## src/rtl/fifo_rr_drain_sched.sv

```systemverilog
// Round-robin drain scheduler: pops one of NUM_PORTS registered-read FIFOs at a time,
// with a burst limit, and presents each beat on a valid/ready port tagged with its source.
//
// state | meaning
// ARB   | pick the next requesting port after r_last (wrapping)
// RD    | pop strobe toward the granted FIFO if it still holds data
// LOAD  | FIFO read data valid; capture beat and source index
// HOLD  | beat presented; wait for out_ready, then continue burst or release
module fifo_rr_drain_sched #(
    parameter  int NUM_PORTS  = 4,
    parameter  int DATA_WIDTH = 8,
    parameter  int BURST_MAX  = 4,
    localparam int PW         = $clog2(NUM_PORTS)
) (
    input  logic                            i_clk,
    input  logic                            i_rst,
    input  logic [NUM_PORTS-1:0]            i_port_en,
    input  logic [NUM_PORTS-1:0]            i_fifo_empty,
    output logic [NUM_PORTS-1:0]            o_fifo_rd_en,
    input  logic [NUM_PORTS*DATA_WIDTH-1:0] i_fifo_rd_data,
    output logic                            o_out_valid,
    input  logic                            i_out_ready,
    output logic [DATA_WIDTH-1:0]           o_out_data,
    output logic [PW-1:0]                   o_out_port,
    output logic                            o_busy
);

    localparam int            BW         = (BURST_MAX > 1) ? $clog2(BURST_MAX) : 1;
    localparam logic [BW-1:0] BURST_LAST = BW'(BURST_MAX - 1);

    typedef enum logic [1:0] {
        ARB  = 2'd0,
        RD   = 2'd1,
        LOAD = 2'd2,
        HOLD = 2'd3
    } state_t;

    state_t                r_state;
    logic [PW-1:0]         r_grant;
    logic [PW-1:0]         r_last;
    logic [BW-1:0]         r_burst_cnt;
    logic                  r_out_valid;
    logic [DATA_WIDTH-1:0] r_out_data;
    logic [PW-1:0]         r_out_port;

    logic [NUM_PORTS-1:0]  w_req;
    logic [PW-1:0]         w_cand;
    logic [PW-1:0]         w_pick;
    logic                  w_found;
    logic [DATA_WIDTH-1:0] w_rd_data;
    logic                  w_continue;

    // Search starts one past the last served port so a steady requester waits at most NUM_PORTS-1 grants.
    always_comb begin
        w_req   = i_port_en & ~i_fifo_empty;
        w_cand  = '0;
        w_pick  = '0;
        w_found = 1'b0;
        for (int i = 1; i <= NUM_PORTS; i++) begin
            w_cand = PW'((int'(r_last) + i) % NUM_PORTS);
            if (!w_found && w_req[w_cand]) begin
                w_found = 1'b1;
                w_pick  = w_cand;
            end
        end
    end

    always_comb begin
        w_rd_data = '0;
        for (int i = 0; i < NUM_PORTS; i++) begin
            if (r_grant == PW'(i)) begin
                w_rd_data = i_fifo_rd_data[i*DATA_WIDTH +: DATA_WIDTH];
            end
        end
    end

    // The FIFO empty flag already reflects the beat popped in RD by the time HOLD looks at it.
    assign w_continue = (r_burst_cnt < BURST_LAST) && !i_fifo_empty[r_grant] && i_port_en[r_grant];

    always_ff @(posedge i_clk or posedge i_rst) begin
        if (i_rst) begin
            r_state     <= ARB;
            r_grant     <= '0;
            r_last      <= PW'(NUM_PORTS - 1);
            r_burst_cnt <= '0;
            r_out_valid <= 1'b0;
            r_out_data  <= '0;
            r_out_port  <= '0;
        end else begin
            case (r_state)
                ARB: begin
                    if (w_found) begin
                        r_grant     <= w_pick;
                        r_burst_cnt <= '0;
                        r_state     <= RD;
                    end
                end
                RD: begin
                    if (i_fifo_empty[r_grant]) begin
                        r_last  <= r_grant;
                        r_state <= ARB;
                    end else begin
                        r_state <= LOAD;
                    end
                end
                LOAD: begin
                    r_out_data  <= w_rd_data;
                    r_out_port  <= r_grant;
                    r_out_valid <= 1'b1;
                    r_state     <= HOLD;
                end
                HOLD: begin
                    if (i_out_ready) begin
                        r_out_valid <= 1'b0;
                        if (w_continue) begin
                            r_burst_cnt <= r_burst_cnt + 1'b1;
                            r_state     <= RD;
                        end else begin
                            r_last  <= r_grant;
                            r_state <= ARB;
                        end
                    end
                end
                default: r_state <= ARB;
            endcase
        end
    end

    always_comb begin
        o_fifo_rd_en = '0;
        if (r_state == RD && !i_fifo_empty[r_grant]) begin
            o_fifo_rd_en[r_grant] = 1'b1;
        end
    end

    assign o_out_valid = r_out_valid;
    assign o_out_data  = r_out_data;
    assign o_out_port  = r_out_port;
    assign o_busy      = (r_state != ARB);

endmodule

```

## config.mk

```make
export PLATFORM = sky130hd
export DESIGN_NAME = fifo_rr_drain_sched
export DESIGN_NICKNAME = d
export VERILOG_FILES = /design/src/rtl/fifo_rr_drain_sched.sv
export SDC_FILE = /design/constraint.sdc
export NUM_CORES = 1
export LEC_CHECK = 0
export BUFFER_PORTS_ARGS = -buffer_cell sky130_fd_sc_hd__buf_2
export CORE_MARGIN = 1
export CORE_UTILIZATION = 41
export DETAILED_ROUTE_END_ITERATION = 6
export GPL_ROUTABILITY_DRIVEN = 0
export PLACE_DENSITY = 0.81
export SYNTH_ARGS = -nofsm -noshare
export SYNTH_HDL_FRONTEND = slang
export SYNTH_SLANG_ARGS = --single-unit
```

## constraint.sdc

```tcl
create_clock -name i_clk -period 1.93 [get_ports i_clk]
set_clock_uncertainty 0.2 [all_clocks]
set_input_delay 0 -clock i_clk [delete_from_list [all_inputs] [get_ports i_clk]]
set_output_delay 0 -clock i_clk [all_outputs]
set_load 0.1 [all_outputs]
```

==> metrics.txt <==
# TYPE chip_impl_metric gauge
chip_impl_info{name="outcome",value="finished with violations"} 1
chip_impl_info{name="failed_checks",value="design-rule violations, negative setup slack"} 1
chip_impl_metric{name="synth_cell_type_count",unit=""} 38
chip_impl_metric{name="cp.arrival",unit="ns"} 1.74
chip_impl_info{name="hp-class",value="in -> reg"} 1
chip_impl_metric{name="hpwl",unit="µm"} 2400
chip_impl_info{name="critPathLaunch",value="r_grant[1]"} 1
chip_impl_metric{name="grt_antenna_before_repair",unit=""} 1
chip_impl_info{name="hp_start",value="i_port_en[3]"} 1
chip_impl_metric{name="nets",unit=""} 260
chip_impl_metric{name="ir_drop",unit="mV"} 1.06
chip_impl_metric{name="avgViaCountPerCell",unit=""} 5.54
chip_impl_metric{name="worstMarginPinSlew",unit="ns"} 0.736
chip_impl_metric{name="row_count",unit=""} 19
chip_impl_info{name="cts_tree",value="built"} 1
chip_impl_info{name="highest_count_cells_in_the_layout_ignoring_fill_and_taps",value="sky130_fd_sc_hd__buf_2, sky130_fd_sc_hd__dlygate4sd3_1, sky130_fd_sc_hd__buf_4"} 1
chip_impl_metric{name="static-leakage-power",unit="nW"} 1.03
chip_impl_metric{name="drt-total-wl",unit="µm"} 4850
chip_impl_metric{name="max_slew_violations",unit=""} 0
chip_impl_metric{name="syn-num-nets",unit=""} 144
chip_impl_metric{name="timing.slew.headroom",unit="%"} 50.9
chip_impl_metric{name="vias_in_the_first_global_route",unit=""} 1498
chip_impl_metric{name="grt.total_usage",unit="%"} 30.9
chip_impl_metric{name="synth-edff-count",unit=""} 0
chip_impl_metric{name="die-width",unit="µm"} 57.1
chip_impl_metric{name="drc",unit=""} 5
chip_impl_metric{name="buffer_ports.inserted",unit=""} 58
chip_impl_metric{name="fp.dieArea",unit="µm²"} 3260
chip_impl_metric{name="required_time_worst_endpoint",unit="ns"} 1.73
chip_impl_metric{name="clock_insertion_delay_at_the_later_pin_of_the_skew_report",unit="ns"} 0.30
chip_impl_metric{name="gr-total-overflow",unit=""} 0
chip_impl_metric{name="timing.final.crit_share",unit="%"} 101
chip_impl_metric{name="coreArea",unit="µm²"} 2810
chip_impl_info{name="layout.cells.most_common",value="sky130_fd_sc_hd__buf_2"} 1
chip_impl_metric{name="numCtsBuffers",unit=""} 3
chip_impl_metric{name="floorplan.initialDensity",unit="%"} 44.3
chip_impl_metric{name="dr.first_iter.drc_count",unit=""} 78
chip_impl_metric{name="synth_warnings",unit=""} 0
chip_impl_metric{name="largest_net_degree_at_the_start_of_global_routing",unit=""} 20
chip_impl_metric{name="holdWs",unit="ns"} 0.0617
chip_impl_metric{name="power_density",unit="nW/µm²"} 1660
chip_impl_metric{name="boundaryPins",unit=""} 59
chip_impl_metric{name="setup-tns-final",unit="ns"} -0.0131
chip_impl_metric{name="path_max_fanout",unit=""} 4
chip_impl_metric{name="syn_to_final_growth",unit="%"} 81.6
chip_impl_metric{name="drtPass1Iterations",unit=""} 6
chip_impl_metric{name="layout_fillers",unit=""} 149
chip_impl_metric{name="h-tree-depth",unit=""} 1
chip_impl_info{name="regToRegStartpoint",value="r_grant[0]"} 1
chip_impl_metric{name="clk_pin_slew_worst_paths",unit="ns"} 0.11
chip_impl_metric{name="postRouteAntennaNets",unit=""} 0
chip_impl_info{name="crit_path_end_kind",value="output port"} 1
chip_impl_info{name="crit_type",value="reg -> out"} 1
chip_impl_metric{name="synth_seq_cells",unit=""} 19
chip_impl_metric{name="seq_area_frac_synth",unit="%"} 38.4
chip_impl_metric{name="avgSynthCellArea",unit="µm²"} 12.4
chip_impl_metric{name="wire_per_inst",unit="µm"} 19.7
chip_impl_metric{name="drv_cap",unit=""} 0
chip_impl_metric{name="grt_pass1_wl",unit="µm"} 7350
chip_impl_metric{name="fp.dieH",unit="µm"} 57.1
chip_impl_metric{name="postSynth.asyncResetShare",unit="%"} 100
chip_impl_metric{name="mapped_area",unit="µm²"} 1240
chip_impl_metric{name="min_period",unit="ns"} 1.94
chip_impl_info{name="synth_flop_cell",value="sky130_fd_sc_hd__dfrtp_1"} 1
chip_impl_metric{name="fmax",unit="MHz"} 515
chip_impl_metric{name="report.final.setup_viol",unit=""} 1
chip_impl_metric{name="fin_ws",unit="ns"} -0.0131
chip_impl_metric{name="clkSinkCount",unit=""} 19
chip_impl_metric{name="clockBufferDepth",unit=""} 2
chip_impl_info{name="clock_tree.root_cell",value="sky130_fd_sc_hd__clkbuf_4"} 1
chip_impl_info{name="startpoint_type",value="flip-flop"} 1
chip_impl_metric{name="timing.final.hold_violations",unit=""} 0
chip_impl_metric{name="synthesis.instances",unit=""} 100
chip_impl_metric{name="route.vias.total",unit=""} 1368
chip_impl_info{name="unrepaired_setup_endpoints_after_global_routing",value="yes"} 1
chip_impl_metric{name="drive_above_1_share",unit="%"} 54.9
## cells in the mapped netlist (2+ instances only)
master | n | share of area (%)
sky130_fd_sc_hd__mux2i_1 | 4 | 3.2
sky130_fd_sc_hd__nor3b_1 | 2 | 1.2
sky130_fd_sc_hd__nor2b_1 | 5 | 2.5
sky130_fd_sc_hd__mux4_2 | 9 | 16
sky130_fd_sc_hd__mux2_2 | 10 | 9.1
sky130_fd_sc_hd__buf_2 | 4 | 1.6
sky130_fd_sc_hd__dfrtp_1 | 17 | 34
sky130_fd_sc_hd__and2_1 | 2 | 1.0
sky130_fd_sc_hd__nand2b_4 | 4 | 4.4
sky130_fd_sc_hd__mux2_1 | 3 | 2.7
sky130_fd_sc_hd__a21oi_1 | 2 | 0.80
sky130_fd_sc_hd__o22ai_1 | 2 | 1.0
sky130_fd_sc_hd__dfstp_2 | 2 | 4.2
sky130_fd_sc_hd__nor3_1 | 2 | 0.80
sky130_fd_sc_hd__inv_1 | 2 | 0.60
sky130_fd_sc_hd__nor2_1 | 6 | 1.8
sky130_fd_sc_hd__nand2_1 | 3 | 0.91
## cell families after synthesis
group	Yosys count	share of synthesized area, %
buf+inv	9	3.82
compound gates	12	7.04
mux	26	31.3
flops	19	38.4
simple gates	33	18.4
fa+ha+maj	1	1.01
## worst paths after layout
| check | to | slack (ns) | cells past startpoint |
|---|---|---|---|
| hold reg to reg | o_out_valid | 0.30 | 1 |
| setup / recovery | o_fifo_rd_en[1] | -0.01 | 4 |
| setup reg to reg | r_burst_cnt[1] | 0.01 | 3 |
| min in group asynchronous | r_burst_cnt[1] | 0.16 | 3 |
| hold / removal | r_grant[1] | 0.06 | 5 |
| max in group asynchronous | asynchronous set/reset pin | 0.86 | 3 |
## timing repair
item | 4_1_cts | 5_1_grt
pin swaps | 0 | 4
setup buffers | 2 | 9
cloned | 0 | 0
setup endpoints to repair | 1 | 5
hold buffers | 41 | 0
gates resized for setup | 2 | 6
endpoints found under the hold margin | 30 | 0
## area by class of cell
| cell class | instances | area (µm²) | share of cell area (%) |
|---|---|---|---|
| timing repair buffer | 118 | 923 | 40.9 |
| multi-input combinational | 72 | 779 | 34.5 |
| sequential | 19 | 480 | 21.3 |
| tap | 31 | 38.8 | 1.72 |
| clock buffer | 4 | 26.3 | 1.16 |
| inverter | 2 | 7.51 | 0.332 |
| antenna | 1 | 2.50 | 0.111 |
## per-stage QoR
step | instance area, µm² | setup WS (ns) | instances | util (%) | total power [W]
after floorplan | 1290 | -0.0801 | 100 | - | 0.00267
after global placement | 1710 | 0.0805 | 190 | 61.1 | 0.00311
after detailed placement | 1710 | 0.0214 | 190 | 61.1 | 0.00316
after CTS | 2170 | 0.00453 | 237 | 77.3 | 0.00346
after global routing | 2260 | -0.0431 | 247 | 80.5 | 0.00390
final | 2260 | -0.0131 | 247 | 80.5 | 0.00375
## layer usage
metal,part of all wire (%),global-route usage [%]
met5,0,0
met4,6.0,19.2
met3,5.9,6.58
met2,55,57.0
met1,33,31.7
## power breakdown
part | leakage, nW | switching [W] | internal, W
clock | 0.0150 | 0.000127 | 0.0000807
sequential | 0.220 | 0.000153 | 0.000619
combinational | 0.800 | 0.00175 | 0.00102
total | 1.03 | 0.00204 | 0.00172
## flip-flops by register name, summed over array words and instances (netlist names), named ones only
register and count:
o_out_port 2, r_grant 2, r_burst_cnt 2, o_out_valid 1, r_state 1, r_last 2, o_out_data 8
## worst max-delay path: stages, from the launching register on
cell and delay [ns]:
sky130_fd_sc_hd__dfrtp_1 0.45, sky130_fd_sc_hd__or3b_4 0.41, sky130_fd_sc_hd__buf_6 0.14, sky130_fd_sc_hd__nor3b_4 0.23, sky130_fd_sc_hd__buf_12 0.20
Power figures use the tool's default switching activity.
